===== config.mk =====
export PLATFORM = sky130hd
export DESIGN_NAME = rom_loader_flat
export DESIGN_NICKNAME = d
export VERILOG_FILES = /design/src/rtl/rom_loader_pkg.sv /design/src/rtl/rom_loader_if.sv /design/src/rtl/rom_loader.sv /design/src/flat_wrapper.sv
export SDC_FILE = /design/constraint.sdc
export NUM_CORES = 1
export LEC_CHECK = 0
export ABC_CLOCK_PERIOD_IN_PS = 4510
export BUFFER_PORTS_ARGS = -buffer_cell sky130_fd_sc_hd__buf_2
export CAP_MARGIN = 20
export CORE_UTILIZATION = 40
export CTS_BUF_LIST = sky130_fd_sc_hd__clkbuf_8
export DETAILED_ROUTE_END_ITERATION = 10
export GPL_TIMING_DRIVEN = 1
export HOLD_SLACK_MARGIN = 0.03
export PLACE_DENSITY = 0.67
export SLEW_MARGIN = 15
export SYNTH_ARGS = -nofsm -noshare
export SYNTH_HDL_FRONTEND = slang
export SYNTH_SLANG_ARGS = --single-unit

===== constraint.sdc =====
create_clock -name clk_sys -period 4.51 [get_ports clk_sys]
set_clock_uncertainty 0.1 [all_clocks]
set_input_delay 0.902 -clock clk_sys [delete_from_list [all_inputs] [get_ports clk_sys]]
set_output_delay 0.902 -clock clk_sys [all_outputs]
set_load 0.01 [all_outputs]

===== src/rtl/rom_loader_pkg.sv =====
// Shared types and constants for the ROM download-to-SDRAM loader.
// Holds the FSM state enum, the SDRAM page base table, bus widths and
// the page-number-to-base mapping function.
package rom_loader_pkg;

    localparam int unsigned PAGE_ADDR_BITS  = 14;
    localparam int unsigned PAGE_NUM_BITS   = 11;
    localparam int unsigned BASE_BITS       = 9;
    localparam int unsigned BOOT_ADDR_BITS  = BASE_BITS + PAGE_ADDR_BITS;
    localparam int unsigned IOCTL_ADDR_BITS = PAGE_NUM_BITS + PAGE_ADDR_BITS;
    localparam int unsigned DATA_BITS       = 8;
    localparam int unsigned INDEX_BITS      = 8;
    localparam int unsigned COUNT_BITS      = 16;

    // SDRAM base (upper address bits) of each 16 KB ROM page
    localparam logic [BASE_BITS-1:0] ROM_PAGE_BASE_0 = 9'h000;
    localparam logic [BASE_BITS-1:0] ROM_PAGE_BASE_1 = 9'h100;
    localparam logic [BASE_BITS-1:0] ROM_PAGE_BASE_2 = 9'h107;

    typedef enum logic [1:0] {
        ST_IDLE      = 2'd0,
        ST_WAIT_SLOT = 2'd1,
        ST_WRITE     = 2'd2
    } state_t;

    // One latched SDRAM write request
    typedef struct packed {
        logic [BOOT_ADDR_BITS-1:0] addr;
        logic [DATA_BITS-1:0]      data;
    } boot_req_t;

    // Page number to SDRAM base; unmapped pages fall back to page 0's base
    function automatic logic [BASE_BITS-1:0] page_base(input logic [PAGE_NUM_BITS-1:0] page);
        logic [BASE_BITS-1:0] base;
        base = ROM_PAGE_BASE_0;
        case (page)
            PAGE_NUM_BITS'(1): base = ROM_PAGE_BASE_1;
            PAGE_NUM_BITS'(2): base = ROM_PAGE_BASE_2;
            default:           base = ROM_PAGE_BASE_0;
        endcase
        return base;
    endfunction

endpackage


===== src/rtl/rom_loader_if.sv =====
// Host download stream plus SDRAM boot-write bus.
//   ioctl_download/index/wr/addr/dout : host -> loader
//   ioctl_wait                        : loader -> host back-pressure
//   boot_wr/boot_a/boot_dout          : loader -> SDRAM write port
interface rom_loader_if;
    import rom_loader_pkg::*;

    logic                       ioctl_download;
    logic [INDEX_BITS-1:0]      ioctl_index;
    logic                       ioctl_wr;
    logic [IOCTL_ADDR_BITS-1:0] ioctl_addr;
    logic [DATA_BITS-1:0]       ioctl_dout;
    logic                       ioctl_wait;
    logic                       boot_wr;
    logic [BOOT_ADDR_BITS-1:0]  boot_a;
    logic [DATA_BITS-1:0]       boot_dout;

    modport master (
        output ioctl_download, ioctl_index, ioctl_wr, ioctl_addr, ioctl_dout,
        input  ioctl_wait, boot_wr, boot_a, boot_dout
    );

    modport slave (
        input  ioctl_download, ioctl_index, ioctl_wr, ioctl_addr, ioctl_dout,
        output ioctl_wait, boot_wr, boot_a, boot_dout
    );

endinterface


===== src/rtl/rom_loader.sv =====
// Copies a ROM image from the host download stream into SDRAM, one byte
// per SDRAM slot, remapping each 16 KB page to its SDRAM base.
// Ports:
//   clk_sys        system clock (rising edge)
//   reset          synchronous active-high reset
//   ce_ref         one-cycle SDRAM slot strobe, every 16 clk_sys
//   bus            rom_loader_if.slave: ioctl_* in, ioctl_wait/boot_* out
//   loading        ROM download active (combinational)
//   done           one-cycle pulse once a download has ended and drained
//   bytes_written  saturating count of bytes committed to SDRAM
//   overflow       sticky: a byte was dropped (out of range or busy)
module rom_loader
    import rom_loader_pkg::*;
#(
    parameter int unsigned           PAGES      = 3,
    parameter logic [INDEX_BITS-1:0] LOAD_INDEX = 8'h00
) (
    input  logic                  clk_sys,
    input  logic                  reset,
    input  logic                  ce_ref,
    rom_loader_if.slave           bus,
    output logic                  loading,
    output logic                  done,
    output logic [COUNT_BITS-1:0] bytes_written,
    output logic                  overflow
);

    state_t                   state_q;
    state_t                   state_d;
    boot_req_t                req_q;
    logic                     wait_q;
    logic                     boot_wr_q;
    logic                     active;
    logic                     active_q;
    logic                     active_rise;
    logic                     active_fall;
    logic                     done_pending_q;
    logic                     done_fire;
    logic                     wr_valid;
    logic                     in_range;
    logic                     accept;
    logic                     drop;
    logic                     start_wr;
    logic                     finish_wr;
    logic [PAGE_NUM_BITS-1:0] page;

    assign active      = bus.ioctl_download & (bus.ioctl_index == LOAD_INDEX);
    assign loading     = active;
    assign active_rise = active & ~active_q;
    assign active_fall = ~active & active_q;
    assign wr_valid    = active & bus.ioctl_wr;
    assign page        = bus.ioctl_addr[IOCTL_ADDR_BITS-1:PAGE_ADDR_BITS];
    assign in_range    = (32'(page) < PAGES);

    // done waits for the FSM to be idle so an in-flight write drains first
    assign done_fire   = (active_fall | done_pending_q) & (state_q == ST_IDLE);

    assign bus.ioctl_wait = wait_q;
    assign bus.boot_wr    = boot_wr_q;
    assign bus.boot_a     = req_q.addr;
    assign bus.boot_dout  = req_q.data;

    // State register
    always_ff @(posedge clk_sys) begin
        if (reset) begin
            state_q <= ST_IDLE;
        end else begin
            state_q <= state_d;
        end
    end

    // Next state and per-cycle actions
    always_comb begin
        state_d   = state_q;
        accept    = 1'b0;
        drop      = 1'b0;
        start_wr  = 1'b0;
        finish_wr = 1'b0;
        case (state_q)
            ST_IDLE: begin
                if (wr_valid) begin
                    if (in_range) begin
                        accept  = 1'b1;
                        state_d = ST_WAIT_SLOT;
                    end else begin
                        drop = 1'b1;
                    end
                end
            end
            ST_WAIT_SLOT: begin
                drop = wr_valid;
                if (ce_ref) begin
                    start_wr = 1'b1;
                    state_d  = ST_WRITE;
                end
            end
            ST_WRITE: begin
                // boot_wr spans ce_ref to ce_ref: one full slot period
                drop = wr_valid;
                if (ce_ref) begin
                    finish_wr = 1'b1;
                    state_d   = ST_IDLE;
                end
            end
            default: state_d = ST_IDLE;
        endcase
    end

    // Registered outputs, request latch, counters and edge tracking
    always_ff @(posedge clk_sys) begin
        if (reset) begin
            req_q          <= '0;
            wait_q         <= 1'b0;
            boot_wr_q      <= 1'b0;
            active_q       <= 1'b0;
            done_pending_q <= 1'b0;
            done           <= 1'b0;
            bytes_written  <= '0;
            overflow       <= 1'b0;
        end else begin
            active_q <= active;

            if (accept) begin
                req_q  <= '{addr: {page_base(page), bus.ioctl_addr[PAGE_ADDR_BITS-1:0]},
                            data: bus.ioctl_dout};
                wait_q <= 1'b1;
            end
            if (start_wr) begin
                boot_wr_q <= 1'b1;
            end
            if (finish_wr) begin
                boot_wr_q <= 1'b0;
                wait_q    <= 1'b0;
            end

            if (active_rise) begin
                bytes_written <= '0;
            end else if (finish_wr && (bytes_written != '1)) begin
                bytes_written <= bytes_written + COUNT_BITS'(1);
            end

            // A drop in the very first active cycle still counts
            overflow <= active_rise ? drop : (overflow | drop);

            done           <= done_fire;
            done_pending_q <= (active_fall | done_pending_q) & ~done_fire;
        end
    end

endmodule


===== src/flat_wrapper.sv =====
// flat-port wrapper written by rule: the top's interface ports become plain ports
module rom_loader_flat import rom_loader_pkg::*;
#(
    parameter int unsigned           PAGES      = 3,
    parameter logic [INDEX_BITS-1:0] LOAD_INDEX = 8'h00
)
  (clk_sys, reset, ce_ref, loading, done, bytes_written, overflow, bus_ioctl_download, bus_ioctl_index, bus_ioctl_wr, bus_ioctl_addr, bus_ioctl_dout, bus_ioctl_wait, bus_boot_wr, bus_boot_a, bus_boot_dout);
  rom_loader_if bus_i ();
  input  logic clk_sys;
  input  logic reset;
  input  logic ce_ref;
  output logic loading;
  output logic done;
  output logic [COUNT_BITS-1:0] bytes_written;
  output logic overflow;
  input wire logic [$bits(bus_i.ioctl_download)-1:0] bus_ioctl_download;
  input wire logic [$bits(bus_i.ioctl_index)-1:0] bus_ioctl_index;
  input wire logic [$bits(bus_i.ioctl_wr)-1:0] bus_ioctl_wr;
  input wire logic [$bits(bus_i.ioctl_addr)-1:0] bus_ioctl_addr;
  input wire logic [$bits(bus_i.ioctl_dout)-1:0] bus_ioctl_dout;
  output wire logic [$bits(bus_i.ioctl_wait)-1:0] bus_ioctl_wait;
  output wire logic [$bits(bus_i.boot_wr)-1:0] bus_boot_wr;
  output wire logic [$bits(bus_i.boot_a)-1:0] bus_boot_a;
  output wire logic [$bits(bus_i.boot_dout)-1:0] bus_boot_dout;
  assign bus_i.ioctl_download = bus_ioctl_download;
  assign bus_i.ioctl_index = bus_ioctl_index;
  assign bus_i.ioctl_wr = bus_ioctl_wr;
  assign bus_i.ioctl_addr = bus_ioctl_addr;
  assign bus_i.ioctl_dout = bus_ioctl_dout;
  assign bus_ioctl_wait = bus_i.ioctl_wait;
  assign bus_boot_wr = bus_i.boot_wr;
  assign bus_boot_a = bus_i.boot_a;
  assign bus_boot_dout = bus_i.boot_dout;
  rom_loader #(.PAGES(PAGES), .LOAD_INDEX(LOAD_INDEX)) u_core (.clk_sys(clk_sys), .reset(reset), .ce_ref(ce_ref), .bus(bus_i), .loading(loading), .done(done), .bytes_written(bytes_written), .overflow(overflow));
endmodule

---- Word-level counts from Yosys, hierarchy flattened ----
Cells that the tools add are included.
storage, ports and cells
  bits in registers ....................... 55
  bits of input ports ..................... 46
  output and inout bits ................... 52
  logic and storage cells ................. 55
cells by class
  add/subtract/negate cells ............... 1
  $lt $le $gt $ge ......................... 1
  equality and inequality tests ........... 9
  multiplexer cells ....................... 16
  bitwise operators ....................... 11
  reductions and logical operators ........ 7
operators with widths
  operator               number
  $pmux 9 s2             1
  $add 16x1->16 const B  1
  $ne 16x16->1 const B   1
  $eq 11x1->1 const B    1
  $eq 11x2->1 const B    1
  $lt 11x2->1 const B    1
  $mux 1                 9
  $logic_not 8->1        1
  $mux 2                 4
  $and 1x1->1            6
  $pmux 2 s3             1
  $reduce_or 2->1        3
  $ne 2x1->1 const B     2
  $ne 2x2->1 const B     2
  $reduce_and 4->1       1
  $not 1->1              3
  $eq 2x1->1 const B     1
  $eq 2x2->1 const B     1
  $logic_not 2->1        1
  $or 1x1->1             2
  $pmux 1 s2             1
  $logic_and 1x1->1      1

---- Longest topological paths before layout ----
Gate-level depths: netlist (run 1).
  depth after elaboration ................. 8
  gate-level depth with buffers ........... 7
  mapped depth without buffers ............ 6

---- Worst setup path after synthesis (run 1) ----
No wires, ideal clock.
  path type ............................... in2out
  start point ............................. input port bus_ioctl_index[4]
  end point ............................... output port loading
  data arrival time ....................... 1.504 ns
  data required time ...................... 3.508 ns
  setup slack ............................. 2.004 ns
  stages .................................. 3
  buffers on the path ..................... 0
  cell sequence ........................... nor4b_4 > nand3_1 > inv_1
on the way
  word-level cells in the longest chain between the ends .. 2
ends and longest elaborated chain
  what             RTL line            RTL
  from (decl)      flat_wrapper.sv:17  input wire logic [$bits(bus_i.ioctl_index)-1:0] bus_ioctl_index;
  $logic_not 8->1  rom_loader.sv:47    assign active = bus.ioctl_download & (bus.ioctl_index == LOAD_INDEX);
  $and 1x1->1      rom_loader.sv:47
  to (decl)        flat_wrapper.sv:12  output logic loading;
Every way passes these cells.

---- Worst setup path in the final report (run 1) ----
Same ends and word-level chain as after synthesis.

==> flow_metrics.tcl, run 1 <==
set metrics [dict create \
    outcome "completed" \
    synth.area.mux_share_pct 0.809 \
    synth_compound_area_share_pct 23.1 \
    clk_latency_ns 0.30 \
    critPathTopFamily "simple AND/OR/NAND/NOR gates" \
    slowest_stage "nor4b_4" \
    clockBufferDepth 2 \
    synth_xor_area_share_pct 0.354 \
    track_usage_pct 19.9 \
    power_density_nw_per_um2 256 \
    p_leak_nw 1.22 \
    worst_setup_path_start_kind "primary input" \
    numCtsBuffers 5 \
    synthFlopType "dfxtp_1" \
    synth_fa_ha_area_share_pct 3.03 \
    critPathMaxFanout 4 \
    dp.cells 413 \
    slowest_delay_ns 0.32 \
    synth-simple-area-share_pct 26.0 \
    grt_pass1_wl_mm 10.2 \
    die_h_um 80.7 \
    antenna_found_initial 0 \
    wirelength_mm 6.09 \
    grt_max_degree 38 \
    yosysTopAreaCellShare_pct 38.8 \
    cts_tree "yes" \
    yosysTopAreaCell "dfxtp_1" \
    cp-end-kind "output port" \
    via_count 2392 \
    synth_edf_count 0 \
    wl_per_cell_um 14.4 \
    drt-initial-drc-count 189 \
    worstPathCellList "buf_2, nor4b_4, nand3_1, inv_1, buf_2" \
    rsz0062_at_grt "no" \
    setup_viol_count_final 0 \
    netlist_area_um2 2470 \
    synth.distinct_cells 56 \
    synthTopCellsByCount "dfxtp_1 (48), a21oi_1 (34), o31ai_1 (27)" \
    start_util_pct 41.6 \
    fin_ws_ns 1.65 \
    timing_hold_violations_final 0 \
    worst-slew-pin-transition_ns 0.891 \
    die_area_um2 6510 \
    core_um2 5960 \
    cts_hold_buf 0 \
    crit_type "in -> out" \
    grt_pass1_vias 2302 \
    h-tree-depth 2 \
    avgSynthCellArea_um2 9.20 \
    place.gp.congestion 0.722 \
    dr.pass1.iters 5 \
    yosysSeqAreaShare_pct 38.8 \
    synthToLayoutAreaGrowth_pct 21.6 \
    die_w_um 80.7 \
    synth_top_family_by_area "simple AND/OR/NAND/NOR gates" \
    total_power_w 0.000772 \
    overflow 0 \
    ant_nets 0 \
    postCtsSetupBuffers 0 \
    fp-row-count 28 \
    ir_worst_vdd_uv 125 \
    drv_slew 0 \
    cp.buffers_inverters 3 \
    drive_above_1_share_pct 34.0 \
    design_area_um2 3010 \
    max_cap_viol_count 0 \
    async_reset_ff_share_pct 0 \
    finalCritPeriodShare_pct 63.3 \
    hpwl_mm 4.11 \
    clock.fmax_ghz 0.350 \
    clk_pin_slew_worst_paths_ns 0.08 \
    cp.arrival_ns 1.85 \
    drc_errors 0 \
    fin_cells 422 \
    layout_min_cycle_time_ns 2.86 \
    max_slew_margin_pct 40.6 \
    num-nets-final 398 \
    ys_ff_latch 48 \
    cpMostUsedCell "buf_2" \
    yosysWarnings 0 \
    io_buffers 92 \
    placed_cell_area_um2 2890 \
    post_cts_resized 0 \
    dp_worst_setup_slack_ns 1.38 \
    antenna-diode-count 0 \
    hold_class "reg -> reg" \
    cts-root-buf "clkbuf_8" \
    setup_tns_ns 0 \
    crit_required_ns 3.51 \
    synthTopCellsByArea "dfxtp_1 (39%), o31ai_1 (8.2%), a21oi_1 (6.9%)" \
    cts_num_sinks 48 \
    synth_cells 269 \
    io_pins 98 \
    viasPerCell 5.67 \
    synth_most_common_cell "dfxtp_1" \
]
cell families (layout without fill, tap and decap cells):
| group | after synthesis | in the layout |
|---|---|---|
| simple gates | 90 | 90 |
| other cells | 1 | 5 |
| buf+inv | 36 | 110 |
| flops | 48 | 48 |
| fa+ha+maj | 6 | 6 |
| xor+xnor | 1 | 1 |
| compound gates | 85 | 85 |
| mux | 2 | 2 |
path summary, 6_finish.rpt:
kind	cells after the start	to	start	slack (ns)
max	5	loading	bus_ioctl_index[4]	1.65
min	2	u_core.bus.boot_a[22]$_SDFFE_PP0P_	u_core.bus.boot_a[22]$_SDFFE_PP0P_	0.37
max reg2reg	5	u_core.bus.boot_a[16]$_SDFFE_PP0P_	u_core.state_q[1]$_SDFFE_PP0P_	2.35
min reg2reg	2	u_core.bus.boot_a[22]$_SDFFE_PP0P_	u_core.bus.boot_a[22]$_SDFFE_PP0P_	0.37
per-stage QoR:
step | utilization [%] | hold WS (ns)
detailed placement | 48.6 | 0.353
floorplan | - | 0.373
global placement | 48.6 | 0.345
CTS | 50.4 | 0.367
global route | 50.5 | 0.389
finish | 50.5 | 0.366
cell type report:
type	count	area, µm²
fillers	559	2950
multi-input cells	189	1340
flip-flops and latches	48	961
repair buffers	94	479
well taps	75	93.8
clock buffers	5	68.8
clock inverters	3	38.8
inverters	8	30.0
power breakdown:
part	internal [W]	switching (W)	total, W
combinational	0.0000182	0.0000211	0.0000393
clock	0.000163	0.000147	0.000309
sequential	0.000423	0.0000000161	0.000423
total	0.000604	0.000168	0.000772
routing by layer:
layer / vias to the layer above / global-route usage [%] / routed length (µm) / share of wire, %
met5: - / 0 / 0 / 0
met1: 1122 / 24.1 / 2740 / 45
li1: 1186 / - / - / -
met3: 7 / 4.20 / 343 / 5.6
met2: 77 / 34.5 / 2920 / 48
met4: 0 / 6.61 / 87 / 1.4
flip-flops by register name (all words and copies together) (netlist names):
register,flops
u_core.bytes_written,16
u_core.bus.boot_wr,1
u_core.done_pending_q,1
u_core.active_q,1
u_core.bus.boot_a,16
u_core.done,1
u_core.bus.ioctl_wait,1
u_core.state_q,2
u_core.overflow,1
u_core.bus.boot_dout,8
cells in the final DEF (no fill, tap or decap), types with 6 or more instances in the layout:
cell	netlist	final
buf_2	5	92
nor3_1	7	7
nand3_1	7	7
dfxtp_1	48	48
ha_1	6	6
nand4_1	25	25
a21oi_1	34	34
o31ai_1	27	27
nor2_1	11	11
inv_1	7	8
tightest hold or removal path: stages (launching register included):
cell     delay, ns
dfxtp_1       0.31
o31ai_1       0.06
a21oi_1       0.05
(Power assumes the default switching activity.)
==> inputs of run 2 (changes only) <==
Settings changed: ABC_CLOCK_PERIOD_IN_PS 4510 to 2420, PLACE_DENSITY 0.67 to 0.69.
Clock period 4.51 ns to 2.42 ns, I/O delays scaled along.
==> flow_metrics.tcl, run 2 (synthesis gave the netlist of run 1 again) <==
set metrics [dict create \
    outcome "completed" \
    crit_required_ns 2.56 \
    critPathMaxFanout 10 \
    fp-row-count 28 \
    drc_errors 0 \
    fillers 554 \
    rsz0062_at_grt "no" \
    ant_nets 0 \
    cts_num_sinks 48 \
    core_um2 5960 \
    min_path_cells 3 \
    clk_latency_ns 0.30 \
    h-tree-depth 2 \
    finish.utilization_pct 51.3 \
    numCtsBuffers 5 \
    overflow 0 \
    clockBufferDepth 2 \
    max_cap_viol_count 0 \
    antenna-diode-count 0 \
    drt-initial-drc-count 147 \
    postCtsSetupBuffers 0 \
    ir_worst_vdd_uv 212 \
    track_usage_pct 19.7 \
    io_buffers 92 \
    dp.cells 423 \
    hold_start "bus_ioctl_addr[4]" \
    drv_slew 0 \
    dr.pass1.iters 4 \
    grt_max_degree 27 \
    cp-end-kind "flop" \
    final_cell_mix "buf_2 (92), dfxtp_1 (48), a21oi_1 (34), o31ai_1 (27), nand4_1 (25)" \
    io_pins 98 \
    finalCritPeriodShare_pct 83.5 \
    place.gp.congestion 0.766 \
    viasPerCell 5.69 \
    r2r_cells 6 \
    crit_type "reg -> reg" \
    via_count 2453 \
    grt_pass1_vias 2256 \
    rr_startpoint "u_core.state_q[0]$_SDFFE_PP0P_" \
    antenna_found_initial 0 \
    drive_above_1_share_pct 36.0 \
    fin_cells 431 \
    wirelength_mm 6.34 \
    mostFrequentLayoutCell "buf_2" \
    die_area_um2 6510 \
    power_density_nw_per_um2 445 \
    p_leak_nw 1.25 \
    holdWs_ns 0.327 \
    cts_tree "yes" \
    start_util_pct 41.6 \
    die_w_um 80.7 \
    setup_tns_ns 0 \
    cts_hold_buf 0 \
    crit_path_start "u_core.state_q[0]$_SDFFE_PP0P_" \
    post_cts_resized 0 \
    die_h_um 80.7 \
    hold_class "in -> reg" \
    clock.fmax_ghz 0.495 \
    timing_hold_violations_final 0 \
    worst_setup_path_start_kind "flop" \
    cp.arrival_ns 2.16 \
    layout_min_cycle_time_ns 2.02 \
    setup_viol_count_final 0 \
    clk_pin_slew_worst_paths_ns 0.10 \
    wl_per_cell_um 14.7 \
    num-nets-final 407 \
    grt_pass1_wl_mm 10.2 \
    hpwl_mm 4.49 \
    cts-root-buf "clkbuf_8" \
    synthToLayoutAreaGrowth_pct 23.6 \
]
-- run 2: changes by cell type in the layout (fill, tap and decap cells not counted) --
cell / delta
buf_4: +10
buf_6: -1
bufinv_16: -1
clkinv_4: +1
inv_1: -1
inv_6: +1
-- run 2: metrics by stage --
| stage | cell area [µm²] | setup WS [ns] | total power [W] |
|---|---|---|---|
| CTS | 3060 | 0.396 | 0.00138 |
| finish | 3060 | 0.400 | 0.00136 |
| detailed placement | 2970 | 0.408 | 0.000885 |
| global route | 3060 | 0.252 | 0.00142 |
| global placement | 2970 | 0.431 | 0.000885 |
| floorplan | 2490 | 0.676 | 0.000841 |
-- run 2: final timing paths --
check / endpoint / slack (ns)
worst max-delay path: u_core.bytes_written[13]$_SDFFE_PP0P_ / 0.40
worst min-delay path: u_core.bus.boot_a[4]$_SDFFE_PP0P_ / 0.33
worst max register to register: u_core.bytes_written[13]$_SDFFE_PP0P_ / 0.40
worst min register to register: u_core.overflow$_SDFF_PP0_ / 0.37
-- run 2: cell type report --
| type | count | area [µm²] | share of cell area [%] |
|---|---|---|---|
| repair buffers | 103 | 543 | 17.8 |
| well taps | 75 | 93.8 | 3.07 |
| clock buffers | 5 | 68.8 | 2.25 |
| inverters | 8 | 30.0 | 0.982 |
| clock inverters | 3 | 22.5 | 0.736 |
| flip-flops and latches | 48 | 961 | 31.4 |
| multi-input cells | 189 | 1340 | 43.8 |
-- run 2: power breakdown --
part / switching (W) / internal, W
registers: 0.0000000216 / 0.000789
clock network: 0.000286 / 0.000208
logic: 0.0000406 / 0.0000373
total: 0.000326 / 0.00103
-- run 2: per-layer routing --
metal / global-route usage [%] / up-vias / share of wire (%)
met1: 24.1 / 1145 / 45
met5: 0 / - / 0
met4: 4.64 / 0 / 0.63
met2: 34.7 / 89 / 49
met3: 4.55 / 4 / 5.4
li1: - / 1215 / -
-- run 2: critical path, cell delays in order (launching register included) --
cell and delay [ns]:
dfxtp_1 0.36, inv_1 0.11, ha_1 0.19, and2_1 0.38, o2111ai_2 0.23, or4_1 0.44
a21oi_1 0.14
